File: config.mk
export PLATFORM = sky130hd
export DESIGN_NAME = hazard_stall_ctrl
export DESIGN_NICKNAME = d
export VERILOG_FILES = /design/src/rtl/cpu_pkg.sv /design/src/rtl/stall_counter.sv /design/src/rtl/hazard_stall_ctrl.sv
export SDC_FILE = /design/constraint.sdc
export NUM_CORES = 1
export LEC_CHECK = 0
export CORE_MARGIN = 5
export CORE_UTILIZATION = 44
export CTS_CLUSTER_DIAMETER = 100
export DETAILED_ROUTE_END_ITERATION = 7
export GPL_ROUTABILITY_DRIVEN = 0
export PLACE_DENSITY = 0.88
export SLEW_MARGIN = 20
export SYNTH_ARGS = -nofsm -noshare
export SYNTH_HDL_FRONTEND = slang
export SYNTH_SLANG_ARGS = --single-unit
File: constraint.sdc
create_clock -name clk_i -period 3.76 [get_ports clk_i]
set_input_delay 0.376 -clock clk_i [delete_from_list [all_inputs] [get_ports clk_i]]
set_output_delay 0.376 -clock clk_i [all_outputs]
set_load 0.005 [all_outputs]
File: src/rtl/cpu_pkg.sv
// cpu_pkg: shared core constants and the hazard controller state type.
package cpu_pkg;

    localparam int REG_W = 5;
    localparam logic [REG_W-1:0] REG_ZERO = 5'd0;

    typedef enum logic {
        HZ_RUN,
        HZ_MEMWAIT
    } hz_state_t;

endpackage

File: src/rtl/stall_counter.sv
// stall_counter: saturating up-counter with enable and async active-low clear.
//   clk_i  clock
//   rst_i  asynchronous active-low clear
//   en_i   count enable
//   cnt_o  count value, holds at all-ones
module stall_counter #(
    parameter int W = 16
) (
    input  logic         clk_i,
    input  logic         rst_i,
    input  logic         en_i,
    output logic [W-1:0] cnt_o
);

    logic [W-1:0] cnt_q;

    always_ff @(posedge clk_i or negedge rst_i) begin
        if (!rst_i)
            cnt_q <= '0;
        else if (en_i && cnt_q != '1)
            cnt_q <= cnt_q + 1'b1;
    end

    assign cnt_o = cnt_q;

endmodule

File: src/rtl/hazard_stall_ctrl.sv
// hazard_stall_ctrl: load-use, data-memory-wait and branch-flush control for the 5-stage pipe.
//   clk_i, rst_i (async active-low)
//   IFIDRegRS_i/IFIDRegRT_i  source registers of the instruction in ID
//   IDEXRegRT_i/IDEXMemRead_i  load destination in EX
//   Branch_i  taken branch resolved in ID
//   DCacheReq_i/DCacheAck_i  MEM-stage data-memory handshake
//   *Write_o  pipeline register write enables
//   IDEXBubble_o/MEMWBBubble_o  bubble selects, IFIDFlush_o  IF/ID clear
//   StallCnt_o  saturating count of cycles with PCWrite_o low
module hazard_stall_ctrl
    import cpu_pkg::*;
#(
    parameter int STALL_CNT_W = 16
) (
    input  logic                   clk_i,
    input  logic                   rst_i,
    input  logic [REG_W-1:0]       IFIDRegRS_i,
    input  logic [REG_W-1:0]       IFIDRegRT_i,
    input  logic [REG_W-1:0]       IDEXRegRT_i,
    input  logic                   IDEXMemRead_i,
    input  logic                   Branch_i,
    input  logic                   DCacheReq_i,
    input  logic                   DCacheAck_i,
    output logic                   PCWrite_o,
    output logic                   IFIDWrite_o,
    output logic                   IDEXWrite_o,
    output logic                   EXMEMWrite_o,
    output logic                   IDEXBubble_o,
    output logic                   MEMWBBubble_o,
    output logic                   IFIDFlush_o,
    output logic [STALL_CNT_W-1:0] StallCnt_o
);

    hz_state_t state_q, state_d;
    logic      flush_pend_q, flush_pend_d;
    logic      memstall, loaduse;

    assign memstall = DCacheReq_i & ~DCacheAck_i;
    assign loaduse  = IDEXMemRead_i && IDEXRegRT_i != REG_ZERO &&
                      (IDEXRegRT_i == IFIDRegRS_i || IDEXRegRT_i == IFIDRegRT_i);

    always_ff @(posedge clk_i or negedge rst_i) begin
        if (!rst_i) begin
            state_q      <= HZ_RUN;
            flush_pend_q <= 1'b0;
        end else begin
            state_q      <= state_d;
            flush_pend_q <= flush_pend_d;
        end
    end

    always_comb begin
        // A request dropped without an ack leaves MEMWAIT just like an ack does.
        state_d = (state_q == HZ_RUN) ? (memstall ? HZ_MEMWAIT : HZ_RUN)
                                      : ((DCacheAck_i | ~DCacheReq_i) ? HZ_RUN : HZ_MEMWAIT);
        // A branch seen while frozen is remembered until the pipe moves again.
        flush_pend_d  = memstall & (flush_pend_q | Branch_i);
        PCWrite_o     = 1'b1;
        IFIDWrite_o   = 1'b1;
        IDEXWrite_o   = 1'b1;
        EXMEMWrite_o  = 1'b1;
        IDEXBubble_o  = 1'b0;
        MEMWBBubble_o = 1'b0;
        IFIDFlush_o   = 1'b0;
        if (!rst_i) begin
            PCWrite_o    = 1'b0;
            IFIDWrite_o  = 1'b0;
            IDEXWrite_o  = 1'b0;
            EXMEMWrite_o = 1'b0;
        end else if (memstall) begin
            PCWrite_o     = 1'b0;
            IFIDWrite_o   = 1'b0;
            IDEXWrite_o   = 1'b0;
            EXMEMWrite_o  = 1'b0;
            MEMWBBubble_o = 1'b1;
        end else if (flush_pend_q) begin
            // Deferred flush beats load-use: the dependent instruction is discarded anyway.
            IFIDFlush_o  = 1'b1;
            IDEXBubble_o = loaduse;
        end else if (loaduse) begin
            PCWrite_o    = 1'b0;
            IFIDWrite_o  = 1'b0;
            IDEXBubble_o = 1'b1;
        end else begin
            IFIDFlush_o = Branch_i;
        end
    end

    stall_counter #(.W(STALL_CNT_W)) u_stall_counter (
        .clk_i (clk_i),
        .rst_i (rst_i),
        .en_i  (~PCWrite_o),
        .cnt_o (StallCnt_o)
    );

endmodule

==> results of run 1 <==
[metrics by stage]
step	cells	hold WS, ps	setup slack (ps)	util
after floorplan	103	80.4	1790	-
after global placement	173	490	974	0.669
after detailed placement	173	495	901	0.669
after CTS	177	402	887	0.681
after global routing	177	411	759	0.681
final	177	397	906	0.681
[final timing paths]
path                                                         end  slack [ps]
max                                                  IFIDWrite_o         910
min                         u_stall_counter.cnt_o[6]$_DFFE_PN0P_         400
max reg2reg                 u_stall_counter.cnt_o[1]$_DFFE_PN0P_        1540
min reg2reg                u_stall_counter.cnt_o[15]$_DFFE_PN0P_         510
max in group asynchronous                 flush_pend_q$_DFF_PN0_        3160
min in group clk_i         u_stall_counter.cnt_o[15]$_DFFE_PN0P_         510
[cell usage in the layout, fill, tap and decap left out, types with 2 or more instances in the layout]
master            n
clkdlybuf4s50_1  43
nand2_1           5
dfrtp_1          17
nor3_1            5
nand4_1           2
xor2_1            6
xnor2_1          18
nand3_1          11
or4_1             2
inv_1             6
nand2b_1          2
nor2_1           11
nor4_1            2
clkbuf_4          3
[registers in the layout, summed over array words and instances, names as in the netlist]
name	count
u_stall_counter.cnt_o	16
flush_pend_q	1
[critical path: cells and delay by family]
kind                   cells  cell delay (ps)
AO/OA/AOI/OAI              2              420
buffers and inverters      2             1020
AND/OR/NAND/NOR            2              660
[cells by family after synthesis]
group | count (synthesis) | synth area share
muxes | 2 | 0.0260
DFF | 17 | 0.422
xor gates and xnor gates | 24 | 0.208
and+or+nand+nor | 45 | 0.236
AOI/OAI and AO/OA | 6 | 0.0583
buffers and inverters | 8 | 0.0372
adders and majority gates | 1 | 0.0124
[power by group through the flow]
stage               combinational (mW)  sequential [mW]  clock, mW
floorplan                        0.109            0.299          0
global placement                 0.263            0.302          0
CTS                              0.273            0.304     0.0987
finish                           0.267            0.303     0.0963
global route                     0.293            0.315      0.108
detailed placement               0.272            0.306          0
[metal layers]
layer	vias to the layer above	global-route usage	wire length (um)
li1	442	-	-
met2	33	0.282	1270
met1	429	0.187	1050
met4	0	0.0695	40
met5	-	0	0
met3	6	0.0535	175
[layout make-up]
type | instances | area (sq um) | share of cell area
clock buffer | 4 | 26.3 | 0.0176
tap | 28 | 35.0 | 0.0235
timing repair buffer | 44 | 438 | 0.293
sequential | 17 | 425 | 0.285
multi-input combinational | 78 | 546 | 0.365
inverter | 6 | 22.5 | 0.0151
==> impl_metrics.toml, run 1 <==
[flow_run]
maxCapViolCount = 0

[pwr]
switchingPower_uw = 221
power.density_nw_per_um2 = 447
ir_worst_vdd_mv = 0.483
seqPwrFrac = 0.455
switching_share = 0.332
combinationalPowerShare = 0.401
internal-power_uw = 445
p_clk_frac = 0.144
p_leak_nw = 0.589
p_total_uw = 667

[setup_path]
cp_slowest_cell = "or4_1"
startpoint_type = "input pin"
ff2ff_path_depth = 6
slowest_delay_ps = 580
worst_ep_arrival_time_ps = 2480
startpoint = "IDEXRegRT_i[1]"
cp_cell_sequence = "clkdlybuf4s50_1, or4_1, o21ai_2, nor2_1, a21oi_2, clkdlybuf4s50_1"
worstPathRequired_ps = 3380
worst_setup_path_end_kind = "primary output"
path_max_fanout = 4
criticalPathCategory = "input pin to primary output"
r2r-start = "u_stall_counter.cnt_o[0]$_DFFE_PN0P_"
crit_top_cell = "clkdlybuf4s50_1"

[floorplanning]
fp.coreArea_sq_um = 2190
die-area_sq_um = 3350
fp.dieH_um = 57.9
ioPinCount = 44
die-width_um = 57.9
start_util = 0.460
num_rows = 17

[yosys]
synth_cell_types = 27
yosysMostFrequentCell = "xnor2_1"
synth.avg_cell_area_sq_um = 9.79
synthTopCellsByArea = "dfrtp_1 (42%), xnor2_1 (16%), nand3_1 (5.5%), xor2_1 (5.2%), nor2_1 (4.1%)"
synth_cells = 103
syn-num-nets = 125
ys_seq_area_frac = 0.422
synth_ff_type = "dfrtp_1"
yosysWarnings = 0
yosys.area.top_type = "dfrtp_1"
synth_edf_count = 0
synth_seq_cells = 17
synth_common_cells = "xnor2_1 (18), dfrtp_1 (17), nand3_1 (11), nor2_1 (11)"
synth_top_area_frac = 0.422
netlist_area_sq_um = 1010
async_flop_share = 1.00

[status]
status = "completed"

[global_route]
grt_usage = 0.165
antenna_found_initial = 0
grt_max_degree = 20
grt_pass1_vias = 957
grt_pass1_wl_mm = 4.31
grt_overflow = 0

[detailed_routing]
finalWirelength_mm = 2.53
postRouteAntennaNets = 0
drt_pass1_iterations = 4
drc = 0
wl_per_cell_um = 14.3
vias_per_cell = 5.14
dr_total_vias = 910
drtIter0Drc = 21

[final_layout]
antenna_cells = 0
fin_nets = 172
areaGrowthSynthToFinish_pct = 48.0
n_fill_cell = 180
layout-drive-gt1-share = 0.0738
postLayoutCellArea_sq_um = 1490

[clock_network]
ctsResizeCount = 0
insertion_delay_ps = 290
cts-root-buf = "clkbuf_4"
clk_pin_slew_worst_paths_ps = 100
htree_levels = 1
postCtsSetupBuffers = 0
cts_tree = "done"
cts.sinks = 17
cts_made_buffers = 3
clk_path_buf_depth = 2
cts_hold_buf = 0

[timing]
min_period_ps = 2850
drv_slew = 0
tightest_slew_ps = 454
fmax_ghz = 0.350
fin_skew_ps = 7.94
rsz0062_at_grt = "false"
fin_crit_sh = 0.759
slew_headroom = 0.695
hold_viol = 0
setup_tns_ps = 0
setup_viol = 0

[placed_design]
place_area_sq_um = 1470
io_buffers = 43
hpwl_mm = 2.07

[worst_hold_path]
hp-class = "input pin to asynchronous set/reset pin"
Power figures use the tool's default switching activity.
==> inputs of run 2 (changes only) <==
--- a/config.mk
+++ b/config.mk
@@ -6,11 +6,11 @@
 export NUM_CORES = 1
 export LEC_CHECK = 0
 export CORE_MARGIN = 5
-export CORE_UTILIZATION = 44
+export CORE_UTILIZATION = 41
 export CTS_CLUSTER_DIAMETER = 100
 export DETAILED_ROUTE_END_ITERATION = 7
 export GPL_ROUTABILITY_DRIVEN = 0
-export PLACE_DENSITY = 0.88
+export PLACE_DENSITY = 0.83
 export SLEW_MARGIN = 20
 export SYNTH_ARGS = -nofsm -noshare
 export SYNTH_HDL_FRONTEND = slang
==> constraint.sdc (replaced) <==
create_clock -name clk_i -period 2.7 [get_ports clk_i]
set_input_delay 0.27 -clock clk_i [delete_from_list [all_inputs] [get_ports clk_i]]
set_output_delay 0.27 -clock clk_i [all_outputs]
set_load 0.005 [all_outputs]
==> impl_metrics.toml, run 2 (same netlist as run 1, synthesis figures left out) <==
[clock_network]
postCtsSetupBuffers = 0
htree_levels = 1
cts.sinks = 17
clk_path_buf_depth = 2
cts-root-buf = "clkbuf_4"
cts_hold_buf = 0
cts_tree = "done"
clk_pin_slew_worst_paths_ps = 100
insertion_delay_ps = 300
ctsResizeCount = 0
cts_made_buffers = 3

[detailed_routing]
drt_pass1_iterations = 5
dr_total_vias = 912
finalWirelength_mm = 2.52
postRouteAntennaNets = 0
drtIter0Drc = 29
vias_per_cell = 5.01
drc = 0
wl_per_cell_um = 13.8

[timing]
fmax_ghz = 0.390
drv_slew = 0
setup_viol = 0
fin_skew_ps = 7.65
whs_ps = 372
tightest_slew_ps = 464
rsz0062_at_grt = "false"
slew_headroom = 0.688
setup_tns_ps = 0
worst_slack_ps = 136
fin_crit_sh = 0.950
hold_viol = 0
min_period_ps = 2560

[setup_path]
cp_slowest_cell = "or4_1"
path_max_fanout = 4
slowest_delay_ps = 540
worst_setup_path_end_kind = "primary output"
r2r_end = "u_stall_counter.cnt_o[1]$_DFFE_PN0P_"
ff2ff_setup_slack_ps = 650
cp_cell_sequence = "clkdlybuf4s50_1, or4_1, o21ai_2, nor2_1, a21oi_2, clkdlybuf4s50_1"
path_delay_family = "buffers and inverters"
worst_ep_arrival_time_ps = 2290
critical_path_depth = 6
criticalPathCategory = "input pin to primary output"
ff2ff_path_depth = 6
startpoint_type = "input pin"
worstPathRequired_ps = 2430
r2r-start = "u_stall_counter.cnt_o[0]$_DFFE_PN0P_"
startpoint = "IDEXRegRT_i[2]"
critical_path_buf_inv_count = 2
crit_top_cell = "clkdlybuf4s50_1"

[global_route]
grt_overflow = 0
grt_usage = 0.151
grt_pass1_vias = 971
antenna_found_initial = 0
grt_pass1_wl_mm = 4.10
grt_max_degree = 12

[placed_design]
hpwl_mm = 2.06
place_area_sq_um = 1490
io_buffers = 43
dp_worst_setup_slack_ps = 120
placed_cells = 178

[final_layout]
fin_nets = 175
areaGrowthSynthToFinish_pct = 50.6
antenna_cells = 0
largest_reg_flops = 16
postLayoutCellArea_sq_um = 1520
layout_common_cells = "clkdlybuf4s50_1 (43), xnor2_1 (18), dfrtp_1 (17)"
layout-drive-gt1-share = 0.0987
final_common_cell = "clkdlybuf4s50_1"
finalNonFillerCells = 182
n_fill_cell = 201

[pwr]
power.density_nw_per_um2 = 617
p_leak_nw = 0.606
ir_worst_vdd_mv = 0.632

[floorplanning]
num_rows = 18
ioPinCount = 44
die-width_um = 59.6
die-area_sq_um = 3550
fp.dieH_um = 59.6
start_util = 0.418
fp.coreArea_sq_um = 2410

[flow_run]
maxCapViolCount = 0

[worst_hold_path]
hp-class = "input pin to asynchronous set/reset pin"

[status]
status = "completed"
-- run 2: changes by cell type in the layout (fill, tap and decap cells not counted), sizes merged --
| cell | delta |
|---|---|
| buf | +3 |
| clkbuf | -1 |
| clkinv | +1 |
-- run 2: area by class of cell --
cell class	count	area [sq um]	share of cell area
Tap cell	30	37.5	0.0247
Timing Repair Buffer	47	460	0.303
Clock inverter	1	5.00	0.00329
Sequential cell	17	425	0.280
Multi-Input combinational cell	78	546	0.359
Clock buffer	3	22.5	0.0148
Inverter	6	22.5	0.0148
-- run 2: worst max path at each step --
stage	endpoint	slack, ps
6_report	PCWrite_o	140
5_1_grt	IFIDFlush_o	30
4_1_cts	PCWrite_o	110
3_5_place_dp	PCWrite_o	120
3_3_place_gp	IFIDWrite_o	140
2_1_floorplan	u_stall_counter.cnt_o[10]$_DFFE_PN0P_	730
-- run 2: worst register-to-register path, stage by stage (launching register included) --
cell,delay (ps)
dfrtp_1,420
ha_1,210
nand4_1,150
nor4_2,370
nor3_1,150
a21oi_4,300
mux2_1,350
-- run 2: layer usage --
metal | vias to the layer above | part of all wire | global-route usage
met5 | - | 0 | 0
met4 | 0 | 0.0079 | 0.0475
met3 | 4 | 0.10 | 0.0501
met2 | 31 | 0.50 | 0.282
met1 | 433 | 0.39 | 0.158
li1 | 444 | - | -
-- run 2: stage by stage --
stage,utilization,total power [mW]
after floorplan,-,0.568
after global placement,0.619,0.792
after detailed placement,0.619,0.805
after CTS,0.630,0.948
after global routing,0.630,1.01
final,0.630,0.938
-- run 2: where the power goes --
| group | internal (mW) | leakage, nW | switching (mW) |
|---|---|---|---|
| clock | 0.0552 | 0.0177 | 0.0843 |
| sequential | 0.327 | 0.209 | 0.0926 |
| combinational | 0.241 | 0.380 | 0.138 |
==> inputs of run 3 (changes only) <==
--- a/config.mk
+++ b/config.mk
@@ -11,7 +11,7 @@
 export DETAILED_ROUTE_END_ITERATION = 7
 export GPL_ROUTABILITY_DRIVEN = 0
 export PLACE_DENSITY = 0.83
-export SLEW_MARGIN = 20
+export SLEW_MARGIN = 40
 export SYNTH_ARGS = -nofsm -noshare
 export SYNTH_HDL_FRONTEND = slang
 export SYNTH_SLANG_ARGS = --single-unit
==> results of run 3 <==
Final layout, timing and power as in run 2 (identical DEF).
